<file path="src/rtl/t_flip_flop.sv">
// Bank of N independent toggle flip-flops with a synchronous active-high reset.
// Each bit inverts on a rising clock edge when its t bit is set; q_bar is the complement of q.
module t_flip_flop #(
    parameter int N = 4
) (
    input  logic         clk,
    input  logic         rst,
    input  logic [N-1:0] t,
    output logic [N-1:0] q,
    output logic [N-1:0] q_bar
);

    logic [N-1:0] state;
    logic [N-1:0] state_next;

    // Bitwise XOR keeps the bits fully independent, so an X on one t bit
    // cannot reach any other q bit.
    always_comb begin
        state_next = state ^ t;
    end

    always_ff @(posedge clk) begin
        if (rst) begin
            state <= '0;
        end else begin
            state <= state_next;
        end
    end

    // q_bar comes from the same register as q, so the two can never agree.
    assign q     = state;
    assign q_bar = ~state;

endmodule

</file>
<file path="config.mk">
export PLATFORM = sky130hd
export DESIGN_NAME = t_flip_flop
export DESIGN_NICKNAME = d
export VERILOG_FILES = /design/src/rtl/t_flip_flop.sv
export SDC_FILE = /design/constraint.sdc
export NUM_CORES = 1
export LEC_CHECK = 0
export ABC_CLOCK_PERIOD_IN_PS = 1080
export CAP_MARGIN = 25
export CORE_AREA = 2 2 39 41
export CTS_CLUSTER_SIZE = 30
export DETAILED_ROUTE_END_ITERATION = 10
export DIE_AREA = 0 0 41 43
export SYNTH_ARGS = -nofsm -noshare
export SYNTH_HDL_FRONTEND = slang
export SYNTH_SLANG_ARGS = --single-unit
</file>
<file path="constraint.sdc">
create_clock -name clk -period 1.08 [get_ports clk]
set_input_delay 0.108 -clock clk [delete_from_list [all_inputs] [get_ports clk]]
set_output_delay 0.108 -clock clk [all_outputs]
set_load 0.005 [all_outputs]
</file>
==> run summary, run 1 <==
• 1380 µm² — placeable core area
• sky130_fd_sc_hd__dfxtp_2 — Critical-path top delay cell
• 16 — instance count of the mapped netlist
• 3 — peak fanout along the critical path
• 1470 nW/µm² — power density normalized to cell area
• 41 µm — die boundary width
• 331 µm — post-detailed-routing wire length
• 43 µm — overall die height
• 9.07 µm² — syn_area_per_cell
• false — RSZ-0062 raised after global routing
• 313 µm² — final std cell area, no fill
• 0 — max-cap viol count
• flip-flop — startpoint kind of the worst setup timing path
• 330 ps — critical path's largest stage delay
• 5 — largest net degree at the start of global routing
• 1 — H-Tree Level Count
• 45 — placed instance count
• 0 — count of warnings emitted by yosys
• 10.5% — Starting Density
• in -> reg — HP Class
• 48 — non-filler instance count after layout
• 89.0% — period utilization
• 2 — first-pass iteration count of the detailed router
• 0 — Antenna Nets Post-Route
• 145 µm² — mapped cell area
• 90.4% — Slew HR
• 14 — Boundary Pins
• 2 — buffer and inverter count on the worst path
• 0 — number of remaining DRC errors
• 0% — proportion of register bits with asynchronous set or reset after synthesis
• inv_1, dlygate4sd2_1 — crit-path cells
• sky130_fd_sc_hd__dfxtp_1 55%, sky130_fd_sc_hd__xnor2_1 24%, sky130_fd_sc_hd__inv_1 10% — most area-consuming cells after synthesis
• q_bar[0] — worst setup path endpoint
• 0 — number of hold-slack violations in the final timing report
• 4 x sky130_fd_sc_hd__dfxtp_1, 4 x sky130_fd_sc_hd__inv_1, 4 x sky130_fd_sc_hd__nor2_1, 4 x sky130_fd_sc_hd__xnor2_1 — top cells by instance count after synthesis
• sky130_fd_sc_hd__dfxtp_1 — library cell with the largest summed area after synthesis
• 0.471 — final weighted congestion in routability-driven placement
• 0 — Post-synth EDFFs
• 2 — logic depth of the worst setup path including buffers
• 55.2% — portion of the post-synthesis area used by sequential elements
• 4 — Seq cells post-synth
• 119 — vias in the first global route
• 3 — total clock buffers created by CTS
• 2 — Worst Reg-to-Reg Cells
• 4 — Distinct cells, synth
• 13 — IO Port Bufs
• 22 — Syn Nets
• 0 — number of antenna violations at the first check in global routing
• 970 ps — Required @ worst endpoint
• 40 — number of nets in the final layout
• 4 — clock sink count
• q[0]$_SDFF_PP0_ — origin of the worst setup path
• 961 ps — final critical path time including I/O delays and setup
• 230 ps — insertion delay of the later-clocked pin in the worst-skew pair
• 0 ps — Post-Route Skew
• 0 — antenna diode instance count
• 440 ps — Reg2Reg Setup Slack
• q[0]$_SDFF_PP0_ — Worst R2R End
• 55.2% — fraction of post-synthesis cell area in the top cell type by area
• 496 ps — Worst Hold Margin
• 1 — Iter 0 DRT Violations
• 295 µm² — area post-placement
• 21.9% — share of layout cells above drive strength 1
• 12 — post-cts repair resize count
• 4 — number of flip-flops under the largest register name
• 1040 MHz — upper clock frequency limit
• 143 ps — Worst-Margin Slew
• 14 — number of cell rows
• sky130_fd_sc_hd__dfxtp_1 — leading register cell type out of synthesis
• 448 µm — global-route wire length before repair
• 0.136 nW — Pleak
• 6.90 µm — average wire per standard cell
• sky130_fd_sc_hd__clkbuf_4 — CTS Root Buffer Type
• 22.6% — Layout Utilization
• 0 — number of buffers inserted by post-CTS setup repair
• 116% — area growth from synthesis to layout
• 4.81% — global-route usage over all layers
• primary output — type of element capturing the critical path
• 0 — final count of negative-setup-slack endpoints
• 140 — routed via count
• 0 — total congestion overflow
• 1760 µm² — Total Die Area
• 40 ps — Reg clk slew, reported paths
• completed — result of the run
• 0 — number of max-slew violations in the final report
• 0.000221 V — IR Drop Worst-Case VDD
• done — clock tree from TritonCTS
• flip-flops — cell class contributing the biggest share of worst-path delay
• 850 ps — Arrival @ worst endpoint
• reg -> out — crit path kind
• 0 ps — final sum of negative setup slack
• 2.92 — Avg Vias per Cell
• 2 — clock buffer depth
• q[0]$_SDFF_PP0_ — startpoint of the worst-slack reg-to-reg timing path
• 0 — cts hold-fix bufs
worst min path at each step:
stage / start / end / slack [ps] / depth (start not counted)
final: rst / q[1]$_SDFF_PP0_ / 500 / 2
after CTS: rst / q[1]$_SDFF_PP0_ / 490 / 2
after floorplan: rst / q[0]$_SDFF_PP0_ / 180 / 1
after detailed placement: q[1]$_SDFF_PP0_ / q[1]$_SDFF_PP0_ / 520 / 2
after global placement: q[1]$_SDFF_PP0_ / q[1]$_SDFF_PP0_ / 520 / 2
after global routing: t[0] / q[0]$_SDFF_PP0_ / 520 / 3
cells in the final DEF, fill, tap and decap left out:
cell                              n
sky130_fd_sc_hd__dfxtp_2          4
sky130_fd_sc_hd__clkdlybuf4s50_1  5
sky130_fd_sc_hd__inv_1            4
sky130_fd_sc_hd__xnor2_1          4
sky130_fd_sc_hd__clkbuf_4         3
sky130_fd_sc_hd__dlygate4sd2_1    8
sky130_fd_sc_hd__nor2_1           4
worst register-to-register path, cell delays in order, from the launching register on:
cell and delay [ps]:
sky130_fd_sc_hd__dfxtp_2 320, sky130_fd_sc_hd__xnor2_1 150, sky130_fd_sc_hd__nor2_1 60
stage by stage:
step	worst slack (ps)	power, mW
floorplan	452	0.213
global placement	114	0.295
detailed placement	107	0.295
CTS	104	0.475
global route	75.6	0.496
finish	119	0.460
layout make-up:
class	instances	area (µm²)
timing repair buffer	13	120
inverter	4	15.0
clock buffer	3	22.5
fill	156	1070
tap	16	20.0
sequential	4	85.1
multi-input combinational	8	50.0
power by group:
part	switching (mW)	total, mW	internal, mW	leakage [nW]
clock	0.0622	0.187	0.124	0.0138
sequential	0.0125	0.180	0.168	0.0344
combinational	0.0301	0.0932	0.0631	0.0876
total	0.105	0.460	0.355	0.136
routing by layer:
layer / share of wire, % / track usage [%] / vias up
met2: 55 / 4.38 / 7
met5: 0 / 0 / -
li1: - / - / 76
met3: 13 / 2.09 / 0
met1: 32 / 3.83 / 57
met4: 0 / 12.0 / 0
cell families after synthesis:
group,synth area share (%)
simple gates,10.3
xor+xnor,24.1
flops,55.2
buf+inv,10.3
Note: power is estimated with default switching activity, not from simulation.
==> inputs of run 2 (changes only) <==
ABC_CLOCK_PERIOD_IN_PS = 1090   (was 1080)
HOLD_SLACK_MARGIN = 0.03   (was not set)
clock period = 1.09 ns   (was 1.08 ns; I/O delays follow)
==> results of run 2 <==
The final DEF is identical to that of run 1. Status: completed.
Main changes from that run: setup slack after placement 107 ps -> 116 ps; setup slack after layout 119 ps -> 128 ps; hold slack 496 ps -> 497 ps; register-to-register setup slack 440 ps -> 450 ps; total power 0.460 mW -> 0.456 mW; worst IR drop on VDD 0.000221 V -> 0.000219 V
==> inputs of run 3 (changes only) <==
CORE_AREA = 4 4 41 43   (was 2 2 39 41)
DIE_AREA = 0 0 45 47   (was 0 0 41 43)
==> run 3 against run 2 <==
Effect of this change:
- worst setup slack barely moved
- first-iteration DRC count decreased by 100%
- global-route usage decreased by 0.86 points
- critical path depth unchanged
- flip-flop and latch count is the same
- design area down 0.40%
- clock power decreased by 5%
- largest power group is now registers
==> run summary, run 3 (synthesis results as in run 1) <==
• 0 — Antenna Nets Post-Route
• 1300 µm² — placeable core area
• 1 — first-pass iteration count of the detailed router
• 5 — largest net degree at the start of global routing
• 147 — routed via count
• 0 — total congestion overflow
• 115% — area growth from synthesis to layout
• 2120 µm² — Total Die Area
• 962 ps — final critical path time including I/O delays and setup
• 90.7% — Slew HR
• q[2]$_SDFF_PP0_ — Worst R2R End
• 3.13 — Avg Vias per Cell
• 4 — number of flip-flops under the largest register name
• 448 µW — Final Power
• 0.136 nW — Pleak
• 0 — number of remaining DRC errors
• 0.000312 V — IR Drop Worst-Case VDD
• 14 — Boundary Pins
• flip-flop — startpoint kind of the worst setup timing path
• done — clock tree from TritonCTS
• q[1]$_SDFF_PP0_ — Worst Hold Endpoint
• 1440 nW/µm² — power density normalized to cell area
• 40 — number of nets in the final layout
• 3.95% — global-route usage over all layers
• 0 — number of max-slew violations in the final report
• 0 — final count of negative-setup-slack endpoints
• sky130_fd_sc_hd__dlygate4sd2_1 — most frequent standard cell in the layout excluding fill and tap cells
• 23.9% — Layout Utilization
• 3 — total clock buffers created by CTS
• 88.3% — period utilization
• 295 µm — HPWL Detailed
• 13 — IO Port Bufs
• 45 µm — die boundary width
• 21.9% — share of layout cells above drive strength 1
• 0 — Iter 0 DRT Violations
• in -> reg — HP Class
• 0 — cts hold-fix bufs
• 1040 MHz — upper clock frequency limit
• 1 — H-Tree Level Count
• 138 ps — Worst-Margin Slew
• 0 ps — final sum of negative setup slack
• 2 — Worst Reg-to-Reg Cells
• 0 — number of antenna violations at the first check in global routing
• 450 ps — Reg2Reg Setup Slack
• 3 — peak fanout along the critical path
• 40 ps — Reg clk slew, reported paths
• completed — result of the run
• q[2]$_SDFF_PP0_ — startpoint of the worst-slack reg-to-reg timing path
• 230 ps — insertion delay of the later-clocked pin in the worst-skew pair
• reg -> out — crit path kind
• 0.501 — final weighted congestion in routability-driven placement
• 13 — number of cell rows
• false — RSZ-0062 raised after global routing
• 4 — clock sink count
• 7.70 µm — average wire per standard cell
• 980 ps — Required @ worst endpoint
• 362 µm — post-detailed-routing wire length
• 44 — placed instance count
• sky130_fd_sc_hd__clkbuf_4 — CTS Root Buffer Type
• 494 ps — Worst Hold Margin
• 0 ps — Post-Route Skew
• 0 — antenna diode instance count
• 47 — non-filler instance count after layout
• 11.2% — Starting Density
• 2 — clock buffer depth
• 517 µm — global-route wire length before repair
• 8 x sky130_fd_sc_hd__dlygate4sd2_1, 5 x sky130_fd_sc_hd__clkdlybuf4s50_1 — commonest non-fill, non-tap cells in the layout
• primary output — type of element capturing the critical path
• 130 — vias in the first global route
• 0 — number of hold-slack violations in the final timing report
• 0 — number of buffers inserted by post-CTS setup repair
• 850 ps — Arrival @ worst endpoint
• 0 — max-cap viol count
• rst — hold path startpoint
• 2 — Worst Hold Path Cells
• 47 µm — overall die height
## run 3: cell counts in the layout (fill, tap and decap cells not counted)
Identical to the previous run, type by type.
## run 3: final cells by class
cell class                      count  area [µm²]
Sequential cell                     4        85.1
Inverter                            4        15.0
Clock buffer                        3        22.5
Tap cell                           15        18.8
Multi-Input combinational cell      8        50.0
Timing Repair Buffer               13         120
Fill cell                         153         990
## run 3: how the worst max path moves through the flow
stage | endpoint | startpoint | cells after the start
global route | q_bar[0] | q[0]$_SDFF_PP0_ | 2
floorplan | q[1]$_SDFF_PP0_ | q[1]$_SDFF_PP0_ | 2
CTS | q_bar[0] | q[0]$_SDFF_PP0_ | 2
detailed placement | q[0] | q[0]$_SDFF_PP0_ | 1
finish | q_bar[0] | q[0]$_SDFF_PP0_ | 2
global placement | q[0] | q[0]$_SDFF_PP0_ | 1
## run 3: worst max-delay path: stages, from the launching register on
cell and delay, ps:
sky130_fd_sc_hd__dfxtp_2 340, sky130_fd_sc_hd__inv_1 40, sky130_fd_sc_hd__dlygate4sd2_1 250
## run 3: what timing repair did
item	in CTS	in global routing
setup endpoints to repair	8	0
gates resized for setup	12	0
endpoints found under the hold margin	0	0
## run 3: metrics by stage
| step | worst slack (ps) | area [µm²] |
|---|---|---|
| global placement | 119 | 294 |
| floorplan | 462 | 145 |
| CTS | 113 | 312 |
| global route | 88.5 | 312 |
| detailed placement | 111 | 294 |
| finish | 128 | 312 |
## run 3: routing by layer
metal	track usage (%)	part of all wire [%]	vias to the layer above	wire length [µm]
met1	3.64	39	59	142
met3	1.15	10	2	38
met4	7.02	3.3	0	12
li1	-	-	77	-
met5	0	0	-	0
met2	5.37	46	9	168
## run 3: where the power goes
part	switching, mW	internal, mW
clock network	0.0532	0.123
registers	0.0129	0.167
logic	0.0303	0.0625
total	0.0964	0.352
